**config.mk**
```make
export PLATFORM = sky130hd
export DESIGN_NAME = ex_hazard_ctrl_flat
export DESIGN_NICKNAME = d
export VERILOG_FILES = /design/src/rtl/ex_hazard_ctrl_if.sv /design/src/rtl/ex_hazard_ctrl.sv /design/src/flat_wrapper.sv
export SDC_FILE = /design/constraint.sdc
export NUM_CORES = 1
export LEC_CHECK = 0
export ABC_AREA = 1
export CORE_MARGIN = 3
export CORE_UTILIZATION = 34
export DETAILED_ROUTE_END_ITERATION = 7
export PLACE_DENSITY = 0.93
export SLEW_MARGIN = 20
export SYNTH_ARGS = -nofsm -noshare
export SYNTH_HDL_FRONTEND = slang
export SYNTH_SLANG_ARGS = --single-unit
```
**constraint.sdc**
```tcl
create_clock -name clk -period 2.9 [get_ports clk]
set_input_delay 0.435 -clock clk [delete_from_list [all_inputs] [get_ports clk]]
set_output_delay 0.435 -clock clk [all_outputs]
set_load 0.01 [all_outputs]
```
**src/rtl/ex_hazard_ctrl_if.sv**
```systemverilog
// Signal bundle between the pipeline datapath and the EX-stage hazard controller.
// The master side belongs to the pipeline, which supplies the instruction fields and consumes the stall and forwarding controls.
interface ex_hazard_ctrl_if #(
  parameter int INSTR_W = 19
);
  logic [INSTR_W-1:0] PR1_instruction;
  logic               ID_uses_rs1;
  logic               ID_uses_rs2;
  logic [INSTR_W-1:0] PR2_instruction;
  logic               PR2_MEM_read;
  logic               PR2_RF_write_en;
  logic               PR2_uses_rs1;
  logic               PR2_uses_rs2;
  logic               stall_PR1;
  logic               stall_PR2;
  logic               bubble_PR2;
  logic               hold_EX;
  logic               fwd_sel_a;
  logic               fwd_sel_b;
  logic               busy;

  modport master (
    output PR1_instruction, ID_uses_rs1, ID_uses_rs2,
    output PR2_instruction, PR2_MEM_read, PR2_RF_write_en, PR2_uses_rs1, PR2_uses_rs2,
    input  stall_PR1, stall_PR2, bubble_PR2, hold_EX, fwd_sel_a, fwd_sel_b, busy
  );

  modport slave (
    input  PR1_instruction, ID_uses_rs1, ID_uses_rs2,
    input  PR2_instruction, PR2_MEM_read, PR2_RF_write_en, PR2_uses_rs1, PR2_uses_rs2,
    output stall_PR1, stall_PR2, bubble_PR2, hold_EX, fwd_sel_a, fwd_sel_b, busy
  );
endinterface

```
**src/rtl/ex_hazard_ctrl.sv**
```systemverilog
// EX-stage hazard control: load-use stalls, multi-cycle load freezes and WB->EX operand forwarding.
// Tracks the WB destination locally so the forwarding compare needs no extra pipeline fields.
module ex_hazard_ctrl #(
  parameter int INSTR_W        = 19,
  parameter int REG_AW         = 3,
  parameter int RD_LSB         = 11,
  parameter int RS1_LSB        = 8,
  parameter int RS2_LSB        = 5,
  parameter int MEM_RD_LATENCY = 1
) (
  input logic              clk,
  input logic              rst,
  ex_hazard_ctrl_if.slave  hz
);

  typedef enum logic {RUN = 1'b0, LOAD_WAIT = 1'b1} state_t;

  localparam logic [3:0] CNT_INIT = (MEM_RD_LATENCY > 1) ? 4'(MEM_RD_LATENCY - 2) : 4'd0;
  localparam bit         MULTI_LD = (MEM_RD_LATENCY > 1);

  function automatic logic [REG_AW-1:0] fld(input logic [INSTR_W-1:0] instr, input int lsb);
    return instr[lsb +: REG_AW];
  endfunction

  state_t            state_q, state_d;
  logic [3:0]        cnt_q, cnt_d;
  logic [REG_AW-1:0] wb_rd_p1;
  logic              wb_we_p1;
  logic              load_use, freeze, final_ld;
  logic              unused_bits;

  // Opcode and immediate bits are of no interest to the hazard logic.
  assign unused_bits = ^{hz.PR1_instruction, hz.PR2_instruction};

  assign load_use = hz.PR2_MEM_read & hz.PR2_RF_write_en &
                    ((hz.ID_uses_rs1 & (fld(hz.PR1_instruction, RS1_LSB) == fld(hz.PR2_instruction, RD_LSB))) |
                     (hz.ID_uses_rs2 & (fld(hz.PR1_instruction, RS2_LSB) == fld(hz.PR2_instruction, RD_LSB))));

  // Freeze covers every load cycle except the last; the last one only stalls on a dependency.
  assign freeze   = ((state_q == RUN) & hz.PR2_MEM_read & MULTI_LD) |
                    ((state_q == LOAD_WAIT) & (cnt_q != 4'd0));
  assign final_ld = ((state_q == RUN) & hz.PR2_MEM_read & ~MULTI_LD) |
                    ((state_q == LOAD_WAIT) & (cnt_q == 4'd0));

  always_ff @(posedge clk or posedge rst) begin
    if (rst) begin
      state_q <= RUN;
      cnt_q   <= 4'd0;
    end else begin
      state_q <= state_d;
      cnt_q   <= cnt_d;
    end
  end

  always_comb begin
    state_d = state_q;
    cnt_d   = cnt_q;
    case (state_q)
      RUN: begin
        if (hz.PR2_MEM_read && MULTI_LD) begin
          state_d = LOAD_WAIT;
          cnt_d   = CNT_INIT;
        end
      end
      LOAD_WAIT: begin
        if (cnt_q != 4'd0) cnt_d   = cnt_q - 4'd1;
        else               state_d = RUN;
      end
      default: state_d = RUN;
    endcase
  end

  always_comb begin
    hz.stall_PR1  = ~rst & (freeze | (final_ld & load_use));
    hz.stall_PR2  = ~rst & freeze;
    hz.bubble_PR2 = ~rst & final_ld & load_use & ~freeze;
    hz.hold_EX    = ~rst & freeze;
    hz.fwd_sel_a  = ~rst & ~freeze & wb_we_p1 & hz.PR2_uses_rs1 &
                    (fld(hz.PR2_instruction, RS1_LSB) == wb_rd_p1);
    hz.fwd_sel_b  = ~rst & ~freeze & wb_we_p1 & hz.PR2_uses_rs2 &
                    (fld(hz.PR2_instruction, RS2_LSB) == wb_rd_p1);
    hz.busy       = (state_q == LOAD_WAIT);
  end

  // EX -> WB boundary: shadow of the destination the WB stage is writing.
  always_ff @(posedge clk or posedge rst) begin
    if (rst) begin
      wb_rd_p1 <= '0;
      wb_we_p1 <= 1'b0;
    end else if (!freeze) begin
      wb_rd_p1 <= fld(hz.PR2_instruction, RD_LSB);
      wb_we_p1 <= hz.PR2_RF_write_en;
    end
  end

endmodule

```
**src/flat_wrapper.sv**
```systemverilog
// flat-port wrapper written by rule: the top's interface ports become plain ports
module ex_hazard_ctrl_flat 
#(
  parameter int INSTR_W        = 19,
  parameter int REG_AW         = 3,
  parameter int RD_LSB         = 11,
  parameter int RS1_LSB        = 8,
  parameter int RS2_LSB        = 5,
  parameter int MEM_RD_LATENCY = 1
)
  (clk, rst, hz_PR1_instruction, hz_ID_uses_rs1, hz_ID_uses_rs2, hz_PR2_instruction, hz_PR2_MEM_read, hz_PR2_RF_write_en, hz_PR2_uses_rs1, hz_PR2_uses_rs2, hz_stall_PR1, hz_stall_PR2, hz_bubble_PR2, hz_hold_EX, hz_fwd_sel_a, hz_fwd_sel_b, hz_busy);
  ex_hazard_ctrl_if #(.INSTR_W(INSTR_W)) hz_i ();
  input logic clk;
  input logic rst;
  input wire logic [$bits(hz_i.PR1_instruction)-1:0] hz_PR1_instruction;
  input wire logic [$bits(hz_i.ID_uses_rs1)-1:0] hz_ID_uses_rs1;
  input wire logic [$bits(hz_i.ID_uses_rs2)-1:0] hz_ID_uses_rs2;
  input wire logic [$bits(hz_i.PR2_instruction)-1:0] hz_PR2_instruction;
  input wire logic [$bits(hz_i.PR2_MEM_read)-1:0] hz_PR2_MEM_read;
  input wire logic [$bits(hz_i.PR2_RF_write_en)-1:0] hz_PR2_RF_write_en;
  input wire logic [$bits(hz_i.PR2_uses_rs1)-1:0] hz_PR2_uses_rs1;
  input wire logic [$bits(hz_i.PR2_uses_rs2)-1:0] hz_PR2_uses_rs2;
  output wire logic [$bits(hz_i.stall_PR1)-1:0] hz_stall_PR1;
  output wire logic [$bits(hz_i.stall_PR2)-1:0] hz_stall_PR2;
  output wire logic [$bits(hz_i.bubble_PR2)-1:0] hz_bubble_PR2;
  output wire logic [$bits(hz_i.hold_EX)-1:0] hz_hold_EX;
  output wire logic [$bits(hz_i.fwd_sel_a)-1:0] hz_fwd_sel_a;
  output wire logic [$bits(hz_i.fwd_sel_b)-1:0] hz_fwd_sel_b;
  output wire logic [$bits(hz_i.busy)-1:0] hz_busy;
  assign hz_i.PR1_instruction = hz_PR1_instruction;
  assign hz_i.ID_uses_rs1 = hz_ID_uses_rs1;
  assign hz_i.ID_uses_rs2 = hz_ID_uses_rs2;
  assign hz_i.PR2_instruction = hz_PR2_instruction;
  assign hz_i.PR2_MEM_read = hz_PR2_MEM_read;
  assign hz_i.PR2_RF_write_en = hz_PR2_RF_write_en;
  assign hz_i.PR2_uses_rs1 = hz_PR2_uses_rs1;
  assign hz_i.PR2_uses_rs2 = hz_PR2_uses_rs2;
  assign hz_stall_PR1 = hz_i.stall_PR1;
  assign hz_stall_PR2 = hz_i.stall_PR2;
  assign hz_bubble_PR2 = hz_i.bubble_PR2;
  assign hz_hold_EX = hz_i.hold_EX;
  assign hz_fwd_sel_a = hz_i.fwd_sel_a;
  assign hz_fwd_sel_b = hz_i.fwd_sel_b;
  assign hz_busy = hz_i.busy;
  ex_hazard_ctrl #(.INSTR_W(INSTR_W), .REG_AW(REG_AW), .RD_LSB(RD_LSB), .RS1_LSB(RS1_LSB), .RS2_LSB(RS2_LSB), .MEM_RD_LATENCY(MEM_RD_LATENCY)) u_core (.clk(clk), .rst(rst), .hz(hz_i));
endmodule
```
==> metrics.cfg, run 1 <==
[sta]
period_minus_slack_ps = 2480
worst_pin_slew_ps = 170
fin_crit_sh_pct = 85.5
maxSlewViolCount = 0
rsz0062_at_grt = no
slew_headroom_pct = 88.6
setup_viol = 0
fin_tns_setup_ps = 0
fmax_mhz = 403
skew_ps = 3.50
hold_viol = 0

[drt]
wl_per_cell_um = 10.1
drc = 0
vias_per_cell = 4.40
via_count = 678
postRouteAntennaNets = 0
drt-total-wl_um = 1550
drtIter0Drc = 12
firstDrtPassIters = 4

[yosys]
synth_top_cell_by_area = dfrtp_1
muxShareOfSynthArea_pct = 0
synth-adder-area-share_pct = 1.89
seq_area_frac_synth_pct = 34.1
synth_xor_area_share_pct = 6.63
syn_inst = 97
avgSynthCellArea_sq_um = 6.81
yosys.area.top_type_share_pct = 34.1
synthSimpleGateAreaFrac_pct = 39.0
ys_ff_latch = 9
ys.warnings.count = 0
synthTopCellsByArea = dfrtp_1 (34%), nand2_1 (22%), inv_1 (9.1%), nor2_1 (4.5%), xnor2_1 (4.0%)
synth.distinct_cells = 19
synth_compound_area_share_pct = 4.73
syn_nets = 144
syn_area_sq_um = 661
synth_top_family_by_area = simple AND/OR/NAND/NOR gates

[clock_network]
numCtsBuffers = 3
cts_hold_buf = 0
clkLatencyLatePin_ps = 260
cts.sinks = 9
cts_tree = done
cts_setup_buffers = 0
path_clk_slew_ps = 60
clockBufferDepth = 2
htreeDepth = 1
ctsResizeCount = 0
clockRootBuffer = clkbuf_4

[critical_path]
r2r_start = u_core.cnt_q[0]$_DFFE_PP0N_
worstSetupStartpointType = flip-flop
end_kind = output port
reg2reg_depth = 7
critPathKind = flip-flop to output port
r2r_end = u_core.cnt_q[3]$_DFFE_PP0N_
cp_max_fo = 13
cp.required_ps = 2470
critPathArrivalTime_ps = 2040
r2r_slack_ps = 1580

[status]
status = complete, no violations

[grt]
grt_overflow = 0
first_global_vias = 684
grt_max_degree = 14
grt_pass1_wl_um = 2790
grt_use_total_pct = 14.8
antenna_found_initial = 0

[min_path]
hold_path.class = flip-flop to flip-flop
holdPathEnd = u_core.cnt_q[2]$_DFFE_PP0N_
hold_start = u_core.cnt_q[2]$_DFFE_PP0N_
holdPathStages = 2

[floorplanning]
core-area_sq_um = 1780
rows = 15
die_area_sq_um = 2510
die_h_um = 50.1
initial_core_util_pct = 37.1
ios = 53
die_x_um = 50.1

[finish]
finalNetCount = 177
multiInputGateArea_sq_um = 345
seq_area_sq_um = 225
syn_to_final_growth_pct = 50.4
fill_cells = 171
instances_no_fill = 154
antenna_cells = 0
drive_gt1_share_pct = 9.30

[place]
place_inst = 150
gp_congestion = 0.747
io_buffers = 29
dpl.hpwl_um = 1350

[pwr]
power_mw = 0.295
power_leakage_nw = 0.528
powerDensity_nw_per_um2 = 297
peakVddDrop_mv = 0.128

[job]
max_cap_violations = 0

==> where the power goes <==
group | internal (mW) | switching [mW]
Clock | 0.0530 | 0.0431
Sequential | 0.128 | 0.00227
Combinational | 0.0411 | 0.0273
Total | 0.223 | 0.0727
==> cell usage after synthesis (all sizes together) <==
cell,instances
o21ai,5
nand3,4
inv,18
or2,1
o22ai,1
xnor2,3
nand4,1
ha,1
nor3,2
nor2,8
dfrtp,9
xor2,2
nand2,40
buf,2
==> per-layer routing <==
metal / track usage [%] / part of all wire [%] / vias up / routed length, um
li1: - / - / 352 / -
met5: 0 / 0 / - / 0
met2: 28.9 / 53 / 26 / 828
met1: 13.9 / 37 / 297 / 572
met3: 3.93 / 8.1 / 3 / 126
met4: 6.91 / 1.7 / 0 / 26
==> flip-flops by register name, summed over array words and instances (netlist names) <==
signal,flops
u_core.cnt_q,4
u_core.wb_rd_p1,3
u_core.hz.busy,1
u_core.wb_we_p1,1
==> worst max-delay path, cell delays in order, from the launching register on <==
cell	delay, ps
dfrtp_1	360
inv_1	100
ha_1	230
nand3_2	110
nand2_4	150
nand2_1	100
nor2_1	100
nand2_1	70
nand2_1	50
clkdlybuf4s50_1	520
==> worst max-delay path by stage <==
stage / startpoint / cells past startpoint / slack, ps / to
2_1_floorplan: u_core.cnt_q[0]$_DFFE_PP0N_ / 7 / 1250 / hz_fwd_sel_a
3_3_place_gp: hz_PR2_instruction[11] / 10 / 450 / hz_stall_PR1
3_5_place_dp: hz_PR2_instruction[11] / 10 / 450 / hz_bubble_PR2
4_1_cts: u_core.cnt_q[0]$_DFFE_PP0N_ / 9 / 400 / hz_bubble_PR2
5_1_grt: u_core.cnt_q[0]$_DFFE_PP0N_ / 9 / 250 / hz_bubble_PR2
6_report: u_core.cnt_q[0]$_DFFE_PP0N_ / 9 / 420 / hz_stall_PR1
==> placed cells by master, fill, tap and decap left out, types with 2 or more instances in the layout <==
cell,synthesis,layout
inv_2,2,2
nor2_1,8,8
nor3_2,2,2
nand2_1,39,39
xor2_1,2,2
nand3_1,2,2
dfrtp_1,9,9
xnor2_1,3,3
clkdlybuf4s50_1,0,29
o21ai_0,5,5
inv_1,16,16
clkbuf_4,0,3
==> logic make-up after synthesis <==
group,Yosys count
compound gates,6
xor+xnor,5
fa+ha+maj,1
buf+inv,20
flops,9
simple gates,56
==> area by class of cell <==
type | instances | area share (%)
flip-flops and latches | 9 | 22.7
multi-input cells | 68 | 34.8
well taps | 25 | 3.15
repair buffers | 30 | 30.0
clock buffers | 4 | 2.64
inverters | 18 | 6.80
==> per-stage QoR <==
step / hold slack, ps / worst slack, ps / instance area (sq um) / util, %
after floorplan: 301 / 1250 / 661 / -
after global placement: 470 / 454 / 967 / 54.2
after detailed placement: 502 / 452 / 967 / 54.2
after CTS: 517 / 401 / 993 / 55.7
after global routing: 542 / 250 / 993 / 55.7
final: 522 / 422 / 993 / 55.7
No activity file was read; power rests on OpenSTA's default activity.
==> run 2: changes to the inputs <==
--- a/config.mk
+++ b/config.mk
@@ -10,7 +10,6 @@
 export CORE_UTILIZATION = 34
 export DETAILED_ROUTE_END_ITERATION = 7
 export PLACE_DENSITY = 0.93
-export SLEW_MARGIN = 20
 export SYNTH_ARGS = -nofsm -noshare
 export SYNTH_HDL_FRONTEND = slang
 export SYNTH_SLANG_ARGS = --single-unit
==> results of run 2 <==
No change in the layout: final DEF, timing and power equal those of run 1.
